==> src/rtl/game_pkg.sv <==
// game_pkg: shared definitions for the photo-booth screen flow.
//   state_e  - top-level screen states; encoding is visible on state_out.
//   H_ACTIVE - visible pixels per line. V_ACTIVE - visible lines per frame.
//   max_u    - helper used to size counters shared between screens.
package game_pkg;

    typedef enum logic [1:0] {
        StStart     = 2'd0,
        StCountdown = 2'd1,
        StCapture   = 2'd2,
        StReview    = 2'd3
    } state_e;

    localparam int unsigned H_ACTIVE = 1024;
    localparam int unsigned V_ACTIVE = 768;

    function automatic int unsigned max_u(input int unsigned a, input int unsigned b);
        return (a > b) ? a : b;
    endfunction

endpackage

==> src/rtl/frame_timer.sv <==
// frame_timer: frame-tick driven down-counter.
//   clk, rst     - clock, synchronous active-high reset (count -> 0)
//   tick_i       - one-cycle frame tick
//   run_i        - counting enabled (ticks ignored when low)
//   clear_i      - force count to 0 (highest priority)
//   load_i       - load load_val_i (period in ticks)
//   load_val_i   - period to load
//   expire_o     - combinational pulse on the tick that ends the period
// The count stops at 0 and never wraps; the owner reloads or clears it.
module frame_timer #(
    parameter int unsigned Width = 9
) (
    input  logic             clk,
    input  logic             rst,
    input  logic             tick_i,
    input  logic             run_i,
    input  logic             clear_i,
    input  logic             load_i,
    input  logic [Width-1:0] load_val_i,
    output logic             expire_o
);

    logic [Width-1:0] count_q, count_d;
    logic             step;

    assign step     = run_i && tick_i && (count_q != '0);
    assign expire_o = run_i && tick_i && (count_q == Width'(1));

    always_comb begin
        count_d = count_q;
        if (clear_i) begin
            count_d = '0;
        end else if (load_i) begin
            count_d = load_val_i;
        end else if (step) begin
            count_d = count_q - Width'(1);
        end
    end

    always_ff @(posedge clk) begin
        if (rst) begin
            count_q <= '0;
        end else begin
            count_q <= count_d;
        end
    end

endmodule

==> src/rtl/screen_sequencer.sv <==
// screen_sequencer: START -> COUNTDOWN -> CAPTURE -> REVIEW -> START screen flow.
//   clk, rst          - pixel clock, synchronous active-high reset
//   hcount, vcount    - raster position; (0,0) is the frame tick
//   btnc_pressed      - debounced one-cycle press
//   sw_state          - enable switch gating the start press
//   start_pixel, cam_pixel, review_pixel - candidate pixel sources
//   capture_done      - pulse from the frame-capture block
//   state_out         - current state (START=0 .. REVIEW=3)
//   digit_out         - countdown digit, 0 outside COUNTDOWN
//   capture_start     - one-cycle capture request, coincides with entering CAPTURE
//   pixel_out         - registered selected pixel, black in blanking
module screen_sequencer
    import game_pkg::*;
#(
    parameter int unsigned COUNTDOWN_FRAMES = 60,
    parameter int unsigned COUNTDOWN_DIGITS = 3,
    parameter int unsigned REVIEW_FRAMES    = 300
) (
    input  logic        clk,
    input  logic        rst,
    input  logic [10:0] hcount,
    input  logic [9:0]  vcount,
    input  logic        btnc_pressed,
    input  logic        sw_state,
    input  logic [11:0] start_pixel,
    input  logic [11:0] cam_pixel,
    input  logic [11:0] review_pixel,
    input  logic        capture_done,
    output logic [1:0]  state_out,
    output logic [3:0]  digit_out,
    output logic        capture_start,
    output logic [11:0] pixel_out
);

    localparam int unsigned TimerW   = $clog2(max_u(COUNTDOWN_FRAMES, REVIEW_FRAMES) + 1);
    localparam logic [TimerW-1:0] CdLoad = TimerW'(COUNTDOWN_FRAMES);
    localparam logic [TimerW-1:0] RvLoad = TimerW'(REVIEW_FRAMES);
    localparam logic [3:0]  DigitLoad    = 4'(COUNTDOWN_DIGITS);

    state_e      state_q;
    logic [3:0]  digit_q;
    logic        capture_start_q;
    logic [11:0] pixel_q, pixel_d;

    logic              frame_tick;
    logic              start_press;
    logic              timer_run, timer_clear, timer_load, timer_expire;
    logic [TimerW-1:0] timer_load_val;

    assign frame_tick  = (hcount == 11'd0) && (vcount == 10'd0);
    assign start_press = btnc_pressed && sw_state;

    // Timer control mirrors the FSM transitions below: load on entry to a
    // timed screen or a new digit, clear whenever a timed screen is left.
    always_comb begin
        timer_run      = (state_q == StCountdown) || (state_q == StReview);
        timer_clear    = 1'b0;
        timer_load     = 1'b0;
        timer_load_val = CdLoad;
        unique case (state_q)
            StStart: begin
                if (start_press) timer_load = 1'b1;
            end
            StCountdown: begin
                if (timer_expire) begin
                    if (digit_q > 4'd1) timer_load  = 1'b1;
                    else                timer_clear = 1'b1;
                end
            end
            StCapture: begin
                if (capture_done) begin
                    timer_load     = 1'b1;
                    timer_load_val = RvLoad;
                end
            end
            StReview: begin
                if (btnc_pressed || timer_expire) timer_clear = 1'b1;
            end
            default: ;
        endcase
    end

    frame_timer #(
        .Width (TimerW)
    ) u_frame_timer (
        .clk        (clk),
        .rst        (rst),
        .tick_i     (frame_tick),
        .run_i      (timer_run),
        .clear_i    (timer_clear),
        .load_i     (timer_load),
        .load_val_i (timer_load_val),
        .expire_o   (timer_expire)
    );

    always_ff @(posedge clk) begin
        if (rst) begin
            state_q         <= StStart;
            digit_q         <= 4'd0;
            capture_start_q <= 1'b0;
        end else begin
            capture_start_q <= 1'b0;
            unique case (state_q)
                StStart: begin
                    if (start_press) begin
                        state_q <= StCountdown;
                        digit_q <= DigitLoad;
                    end
                end
                StCountdown: begin
                    if (timer_expire) begin
                        if (digit_q > 4'd1) begin
                            digit_q <= digit_q - 4'd1;
                        end else begin
                            state_q         <= StCapture;
                            digit_q         <= 4'd0;
                            capture_start_q <= 1'b1;
                        end
                    end
                end
                StCapture: begin
                    if (capture_done) state_q <= StReview;
                end
                StReview: begin
                    // Press and expiry together still give a single return.
                    if (btnc_pressed || timer_expire) state_q <= StStart;
                end
                default: state_q <= StStart;
            endcase
        end
    end

    // Source follows the state register of the cycle the raster position is
    // presented, so pixel_out lags hcount/vcount by exactly one cycle.
    always_comb begin
        pixel_d = 12'h000;
        if ((hcount < 11'(H_ACTIVE)) && (vcount < 10'(V_ACTIVE))) begin
            unique case (state_q)
                StStart:     pixel_d = start_pixel;
                StCountdown: pixel_d = cam_pixel;
                StCapture:   pixel_d = 12'h000;
                StReview:    pixel_d = review_pixel;
                default:     pixel_d = 12'h000;
            endcase
        end
    end

    always_ff @(posedge clk) begin
        if (rst) begin
            pixel_q <= 12'h000;
        end else begin
            pixel_q <= pixel_d;
        end
    end

    assign state_out     = state_q;
    assign digit_out     = digit_q;
    assign capture_start = capture_start_q;
    assign pixel_out     = pixel_q;

endmodule

==> config.mk <==
export PLATFORM = sky130hd
export DESIGN_NAME = screen_sequencer
export DESIGN_NICKNAME = d
export VERILOG_FILES = /design/src/rtl/game_pkg.sv /design/src/rtl/frame_timer.sv /design/src/rtl/screen_sequencer.sv
export SDC_FILE = /design/constraint.sdc
export NUM_CORES = 1
export LEC_CHECK = 0
export BUFFER_PORTS_ARGS = -buffer_cell sky130_fd_sc_hd__buf_2
export CAP_MARGIN = 20
export CORE_MARGIN = 4
export CORE_UTILIZATION = 42
export DETAILED_ROUTE_END_ITERATION = 10
export PLACE_DENSITY = 0.76
export SLEW_MARGIN = 20
export SYNTH_ARGS = -nofsm -noshare
export SYNTH_HDL_FRONTEND = slang
export SYNTH_HIERARCHICAL = 1
export SYNTH_SLANG_ARGS = --single-unit
==> constraint.sdc <==
create_clock -name clk -period 3.47 [get_ports clk]
set_input_delay 1.041 -clock clk [delete_from_list [all_inputs] [get_ports clk]]
set_output_delay 1.041 -clock clk [all_outputs]
set_load 0.01 [all_outputs]
* Word-level counts from Yosys, hierarchy flattened
Cells that the tools add are included.
Widths: inputs -> output; s select.
** Operators by class
- Add/subtract/negate cells :: 2
- Multipliers :: 0
- Div/mod/pow operators :: 0
- Magnitude comparators :: 3
- Equal/unequal tests :: 9
- Shifts and indexed selects :: 0
- Muxes and demuxes :: 24
- Bitwise operators :: 2
- Reductions and logical operators :: 19
** Operators by type and width (number)
- $pmux 12 s4 :: 1
- $mux 9 :: 4
- $mux 4 :: 3
- $logic_not 11->1 :: 1
- $lt 11x11->1 const B :: 1
- $logic_not 10->1 :: 1
- $lt 10x10->1 const B :: 1
- $mux 2 :: 5
- $eq 9x1->1 const B :: 1
- $reduce_bool 9->1 :: 1
- $sub 9x1->9 const B :: 1
- $ne 2x2->1 const B :: 4
- $pmux 2 s4 :: 1
- $pmux 4 s2 :: 1
- $mux 1 :: 7
- $logic_and 1x1->1 :: 6
- $reduce_or 2->1 :: 3
- $reduce_and 5->1 :: 1
- $eq 2x2->1 const B :: 2
- $gt 4x1->1 const B :: 1
- $reduce_bool 2->1 :: 2
- $sub 4x1->4 const B :: 1
- $pmux 1 s3 :: 1
- $reduce_and 3->1 :: 1
- 6 further kinds :: 8
** Storage, ports and cells
- Register bits after elaboration :: 28
- Latch bits :: 0
- Bits in writable memories :: 0
- ROM bits :: 0
- Bits of input ports :: 62
- Output and inout bits :: 19
- Memories :: 0

* Logic depth before layout (Yosys ltp)
Gate-level depths: netlist of run 1.
- Depth in word-level cells :: 8
- Mapped depth :: 14
- Depth with buffers taken out :: 10

* Cells and area by module
The synthesis of run 1 kept the hierarchy.
** Modules (own cells, without submodules)
- screen_sequencer :: times used 1, cells each 138, area each 1107.3 sq um, seq. area each 380.4 sq um
- frame_timer :: times used 1, cells each 72, area each 623.1 sq um, seq. area each 180.2 sq um

* Worst setup path before layout of run 1
OpenSTA, ideal clock, no wires.
- Kind :: input -> register
- Start point :: in hcount[10]
- End point :: reg u_frame_timer.count_q[4]
- Arrival time :: 3.303 ns
- Required time :: 3.340 ns
- Path slack :: 0.037 ns
- Stages on the path :: 11
- Cells stage by stage :: or4_1 -> nor4_1 -> and4bb_1 -> and4b_1 -> nand2_1 -> a31oi_1 -> buf_4 -> inv_1 -> clkbuf_1 -> o21ai_0 -> a21oi_1
** On the way
- Elaborated cells on any way between the ends :: 14
** RTL lines
- start: declaration :: line screen_sequencer.sv:21 : input logic [10:0] hcount,
- $logic_not 11->1 * :: line screen_sequencer.sv:50 : assign frame_tick = (hcount == 11'd0) && (vcount == 10'd0);
- $logic_and 1x1->1 * :: line screen_sequencer.sv:50
- net frame_tick :: line screen_sequencer.sv:45 : logic frame_tick;
- $logic_and 1x1->1 * (2 in a row) :: line frame_timer.sv:27 : assign expire_o = run_i && tick_i && (count_q == Width'(1));
- net timer_expire :: line screen_sequencer.sv:47 : logic timer_run, timer_clear, timer_load, timer_expire;
- $mux 1 * :: line screen_sequencer.sv:65 : if (timer_expire) begin
- $pmux 1 s3 * :: line screen_sequencer.sv:60 : unique case (state_q)
- net timer_load :: line screen_sequencer.sv:47
- $mux 9 / $reduce_bool 2->1 (equally long branches)
- end signal: assignment :: line frame_timer.sv:44 : count_q <= count_d;
- end: declaration :: line frame_timer.sv:23 : logic [Width-1:0] count_q, count_d;
Mark *: on every way through the listed nets, which the timed path passes. The rest lies on a longest branch.
A chain may end at the register's enable or synchronous reset.

* Final worst setup path of run 1
- Start point :: in hcount[10]
- End point :: reg state_q[0] (netlist: state_out[0])
** On the way
- Longest elaborated chain between the ends :: 7
- Elaborated cells on any way between the ends :: 8
** Ends and longest elaborated chain
- $logic_not 11->1 * :: line screen_sequencer.sv:50
- $logic_and 1x1->1 * :: line screen_sequencer.sv:50
- net frame_tick :: line screen_sequencer.sv:45
- $logic_and 1x1->1 * (2 in a row) :: line frame_timer.sv:27
- net timer_expire :: line screen_sequencer.sv:47
- $logic_or 1x1->1 :: line screen_sequencer.sv:126 : if (btnc_pressed || timer_expire) state_q <= StStart;
- $ne 2x1->1 (no line)
- $reduce_and 5->1 (no line) *
- end signal: assignment :: line screen_sequencer.sv:122 : if (capture_done) state_q <= StReview;
- end signal: assignment :: line screen_sequencer.sv:126
- end signal: assignment :: line screen_sequencer.sv:128 : default: state_q <= StStart;
- end: declaration :: line screen_sequencer.sv:40 : state_e state_q;
Marked as above.

==> out/metrics.yaml, run 1 <==
global_routing:
  grt_antenna_before_repair: 0
  grt_pass1_vias: 1805
  overflow: 0
  grt_usage_pct: 18.87
  grt_max_degree: 26
  grt_pass1_wl_um: 7976
clock_tree:
  clk_latency_ns: 0.28
  numCtsBuffers: 3
  cts_max_level: 1
  cts_hold_buf: 0
  cts_tree: "done"
  post-cts-setup-buffers: 0
  cts_buffer_depth: 2
  root_buffer: "clkbuf_8"
  cts_resized: 0
  clk_pin_slew_ns: 0.09
  cts_num_sinks: 28
timing:
  rsz0062_at_grt: "no"
  hold_slack_ns: 0.5272
  max-slew-margin-rel_pct: 47.34
  worst_pin_slew_ns: 0.7898
  min_period_ns: 3.269
  finalClockSkew_ns: 0.001759
  hold_viol_final: 0
  drv_slew: 0
  clock.fmax_mhz: 305.9
  period_share_pct: 94.20
  final-setup-viol-count: 0
  finalSetupTns_ns: 0
drt:
  firstDrtPassIters: 4
  dr.first_iter.drc_count: 104
  vias: 1849
  drc: 0
  drtAntennaViolNets: 0
  viasPerCell: 5.283
  drt-total-wl_um: 4698
  wl_per_cell_um: 13.42
job:
  drv_cap: 0
power_and_ir_drop:
  peakVddDrop_mv: 0.4945
  total_leakage_power_nw: 1.064
  power.density_nw_per_um2: 630.6
  p_total_mw: 1.465
cells_and_area:
  fin_cells: 350
  utilization_pct: 58.09
  fin_nets: 373
  drive_gt1_share_pct: 35.00
  diodes: 0
  area_growth_pct: 34.27
run_status:
  outcome: "finished, final reports clean"
placement:
  place_inst: 346
  port_buffers: 80
  hpwl_um: 3763
  routabilityCongestion: 0.8976
setup_path:
  endpoint_kind: "flop"
  critical_path_class: "in2reg"
  required_ns: 3.66
  max_stage_delay_ns: 0.51
  cp_cell_sequence: "buf_2, or4_1, nor4_1, and4bb_1, and4b_1, buf_4, nor2b_1, a2111oi_4, a21oi_1, a311oi_1"
  critPathLaunchType: "input port"
  crit_family: "simple AND/OR/NAND/NOR gates"
  arrival_ns: 3.46
  worstPathMaxFanout: 5
  slowest_stage: "or4_1"
  path_buf_inv: 2
floorplan:
  dieArea_um2: 5211
  rows: 23
  die_h_um: 72.19
  die_w_um: 72.19
  core_area_um2: 4000
  start_util_pct: 43.26
  ios: 81
synthesis:
  synth_cells: 210
  async_reset_ff_share_pct: 0
  synthTopCellsByCount: "nor2_1 (35), dfxtp_1 (28), a21oi_1 (19), a22oi_1 (12), o21ai_0 (11)"
  synth_area_per_cell_um2: 8.240
  yosys_warnings: 6
  ys_seq_area_share_pct: 32.39
  yosys.area.top_type: "dfxtp_1"
  post-synth-top-count-cell: "nor2_1"
  synth_cell_types: 50
  syn_area_um2: 1730
  ys_ff_latch: 28
  synth_edf_count: 0
  yosys_most_used_dff: "dfxtp_1"
  netlist.area_leader.share_pct: 32.39
  synth.top_cells.by_area: "dfxtp_1 (32%), nor2_1 (7.6%), ha_1 (7.2%)"
worst_hold_path:
  hold_class: "reg2reg"
final cells by class:
cell class                 count  area, um^2
clock buffer                   3       41.29
tap                           50       62.56
fill                         377        1677
sequential                    28       560.5
clock inverter                 1       30.03
inverter                      10       37.54
multi-input combinational    167        1109
timing repair buffer          91       483.0
layout by cell type, fill, tap and decap left out, types with 2 or more instances in the layout:
cell type	netlist	layout
a211oi_1	3	3
a21oi_1	19	19
a22oi_1	12	12
a31oi_1	3	3
buf_2	1	80
buf_4	1	11
clkbuf_8	0	3
conb_1	2	7
dfxtp_1	28	28
ha_1	10	10
inv_1	10	10
nand2_1	9	9
nand3_1	3	3
nand4_1	4	4
nand4b_1	2	2
nor2_1	35	35
nor2b_1	5	5
nor3_1	5	5
nor4_1	5	5
o211a_1	2	2
o21ai_0	11	11
o41ai_1	2	2
xnor2_1	2	2
xor2_1	2	2
kinds of logic (layout without fill, tap and decap cells):
family | Yosys count | after routing | share of synthesized area [%]
and+or+nand+nor | 82 | 82 | 25.96
AOI/OAI and AO/OA | 64 | 64 | 27.33
xor gates and xnor gates | 4 | 4 | 2.025
buffers and inverters | 20 | 105 | 4.628
adders and majority gates | 10 | 10 | 7.231
DFF | 28 | 28 | 32.39
other | 2 | 7 | 0.4340
final timing paths:
path / startpoint / endpoint / slack, ns / cells after the start
hold / removal: u_frame_timer/count_q[7] / u_frame_timer/count_q[7] / 0.53 / 2
setup reg to reg: state_out[1] / u_frame_timer/count_q[6] / 0.98 / 10
setup / recovery: hcount[10] / state_out[0] / 0.20 / 10
hold reg to reg: u_frame_timer/count_q[7] / u_frame_timer/count_q[7] / 0.53 / 2
flip-flops by register name, summed over array words and instances (netlist names):
signal                 flops
capture_start              1
digit_out                  4
pixel_out                 12
state_out                  2
u_frame_timer/count_q      9
power breakdown:
part | switching [mW] | internal [mW]
clock | 0.103 | 0.155
sequential | 0.0735 | 0.388
combinational | 0.423 | 0.323
through the flow:
| stage | worst slack, ns | instance area (um^2) |
|---|---|---|
| 3_3_place_gp | 0.04150 | 2252 |
| 5_1_grt | 0.004479 | 2323 |
| 2_1_floorplan | 0.03662 | 1749 |
| 6_report | 0.2014 | 2323 |
| 3_5_place_dp | -0.05770 | 2252 |
| 4_1_cts | 0.2136 | 2323 |
tightest hold or removal path, cell delays in order (launching register included):
cell and delay (ns):
dfxtp_1 0.35, nand2_1 0.07, a31oi_1 0.07
metal layers:
layer  part of all wire [%]  vias up  wire, um  track usage, %
met5                      0        -         0               0
li1                       -      946         -               -
met3                    5.3        7       249           4.432
met2                     51       43      2373           32.05
met1                     43      853      2004           23.83
met4                    1.5        0        70           5.219
Note: power is estimated with default switching activity, not from simulation.
==> run 2, diff against run 1 <==
CORE_MARGIN = 2   (was 4)
PLACE_DENSITY = not set   (was 0.76)
PLACE_DENSITY_LB_ADDON = 0.15   (was not set)
SLEW_MARGIN = not set   (was 20)
==> out/metrics.yaml, run 2 (synthesis results as in run 1) <==
cells_and_area:
  largest_register_ffs: 12  # unchanged
  layout_commonest_cell: "buf_2"  # unchanged
  utilization_pct: 58.85  # was 58.09%
  diodes: 0  # unchanged
  layout_common_cells: "buf_2 (80), nor2_1 (35), dfxtp_1 (28)"  # unchanged
  fin_nets: 374  # was 373
  drive_gt1_share_pct: 35.55  # was 35.00%
  area_growth_pct: 35.07  # was 34.27%
clock_tree:
  cts_max_level: 1  # unchanged
  cts_buffer_depth: 2  # unchanged
  clk_latency_ns: 0.28  # about the same
  post-cts-setup-buffers: 0  # unchanged
  numCtsBuffers: 3  # unchanged
  cts_num_sinks: 28  # unchanged
  root_buffer: "clkbuf_8"  # unchanged
  cts_tree: "done"  # unchanged
  clk_pin_slew_ns: 0.10  # was 0.09 ns
power_and_ir_drop:
  power.density_nw_per_um2: 627.9  # was 630.6 nW/um^2
  peakVddDrop_mv: 0.5993  # was 0.4945 mV
  total_leakage_power_nw: 1.068  # was 1.064 nW
setup_path:
  startpoint: "hcount[10]"  # unchanged
  critical_path_class: "in2reg"  # unchanged
  required_ns: 3.65  # was 3.66 ns
  critPathLaunchType: "input port"  # unchanged
  endpoint_kind: "flop"  # unchanged
  arrival_ns: 3.41  # was 3.46 ns
  r2r-start: "state_out[1]"  # unchanged
  worstPathMaxFanout: 4  # was 5
timing:
  min_period_ns: 3.223  # was 3.269 ns
  max-slew-margin-rel_pct: 48.05  # was 47.34%
  worst_pin_slew_ns: 0.7792  # was 0.7898 ns
  finalSetupTns_ns: 0  # unchanged
  period_share_pct: 92.88  # was 94.20%
  drv_slew: 0  # unchanged
  hold_viol_final: 0  # unchanged
  clock.fmax_mhz: 310.3  # was 305.9 MHz
  rsz0062_at_grt: "no"  # unchanged
  finalClockSkew_ns: 0.002196  # was 0.001759 ns
  final-setup-viol-count: 0  # unchanged
drt:
  drc: 0  # unchanged
  viasPerCell: 5.125  # was 5.283
  drt-total-wl_um: 4473  # was 4698 um
  vias: 1799  # was 1849
  firstDrtPassIters: 4  # unchanged
  drtAntennaViolNets: 0  # unchanged
  dr.first_iter.drc_count: 85  # was 104
  wl_per_cell_um: 12.74  # was 13.42 um
worst_hold_path:
  hold_start: "u_frame_timer/count_q[7]"  # unchanged
  hold_class: "reg2reg"  # unchanged
global_routing:
  grt_pass1_wl_um: 6734  # was 7976 um
  grt_max_degree: 26  # unchanged
  overflow: 0  # unchanged
  grt_pass1_vias: 1458  # was 1805
  grt_usage_pct: 19.17  # was 18.87%
  grt_antenna_before_repair: 0  # unchanged
floorplan:
  ios: 81  # unchanged
  die_h_um: 68.19  # was 72.19 um
  rows: 23  # unchanged
  start_util_pct: 43.57  # was 43.26%
  die_w_um: 68.19  # was 72.19 um
  core_area_um2: 3971  # was 4000 um^2
  dieArea_um2: 4649  # was 5211 um^2
placement:
  port_buffers: 80  # unchanged
  routabilityCongestion: 0.8678  # was 0.8976
  hpwl_um: 3503  # was 3763 um
job:
  drv_cap: 0  # unchanged
run_status:
  outcome: "finished, final reports clean"  # unchanged
## run 2: changes by cell type in the layout (fill, tap and decap cells not counted)
cell    before  now
buf_4       11   12
nor4_1       5    4
nor4_2       1    2
## run 2: stage by stage
step	area (um^2)	total power, mW	setup WS (ns)	cells	hold WS [ns]
3_3_place_gp	2260	1.203	-0.01126	347	0.5043
5_1_grt	2337	1.583	0.06469	351	0.5732
3_5_place_dp	2260	1.207	-0.05765	347	0.5135
2_1_floorplan	1749	0.9882	0.03662	215	0.4744
4_1_cts	2331	1.475	0.1727	351	0.5319
6_report	2337	1.468	0.2469	351	0.5300
## run 2: final timing paths
path / slack, ns / cells after the start / end
worst max-delay path: 0.25 / 10 / state_out[0]
worst max register to register: 0.86 / 11 / u_frame_timer/count_q[6]
worst min-delay path: 0.53 / 2 / u_frame_timer/count_q[7]
worst min register to register: 0.53 / 2 / u_frame_timer/count_q[7]
## run 2: layout make-up
cell class,count,area (um^2)
Clock buffer,3,41.29
Clock inverter,1,30.03
Fill cell,403,1634
Inverter,10,37.54
Multi-Input combinational cell,167,1115
Sequential cell,28,560.5
Tap cell,50,62.56
Timing Repair Buffer,92,490.5
## run 2: repair_timing
action,in CTS,in global routing
endpoints found under the setup margin,0,1
gates resized for setup,0,1
hold buffers,0,0
## run 2: where the power goes
part / switching (mW) / internal [mW]
Clock: 0.108 / 0.155
Sequential: 0.0727 / 0.388
Combinational: 0.421 / 0.323
Total: 0.602 / 0.866
## run 2: critical path, stage by stage
cell and delay, ns:
buf_2 0.10, or4_1 0.53, nor4_2 0.27, and4bb_1 0.26, and4b_1 0.26, buf_4 0.14, nor2b_1 0.07, a2111oi_4 0.33
a21oi_1 0.12, a311oi_1 0.28
## run 2: layer usage
metal	vias up	GRT usage, %	wire (um)
met4	0	5.000	33
met1	818	25.73	1999
met2	31	31.19	2292
li1	946	-	-
met5	-	0	0
met3	4	3.947	148
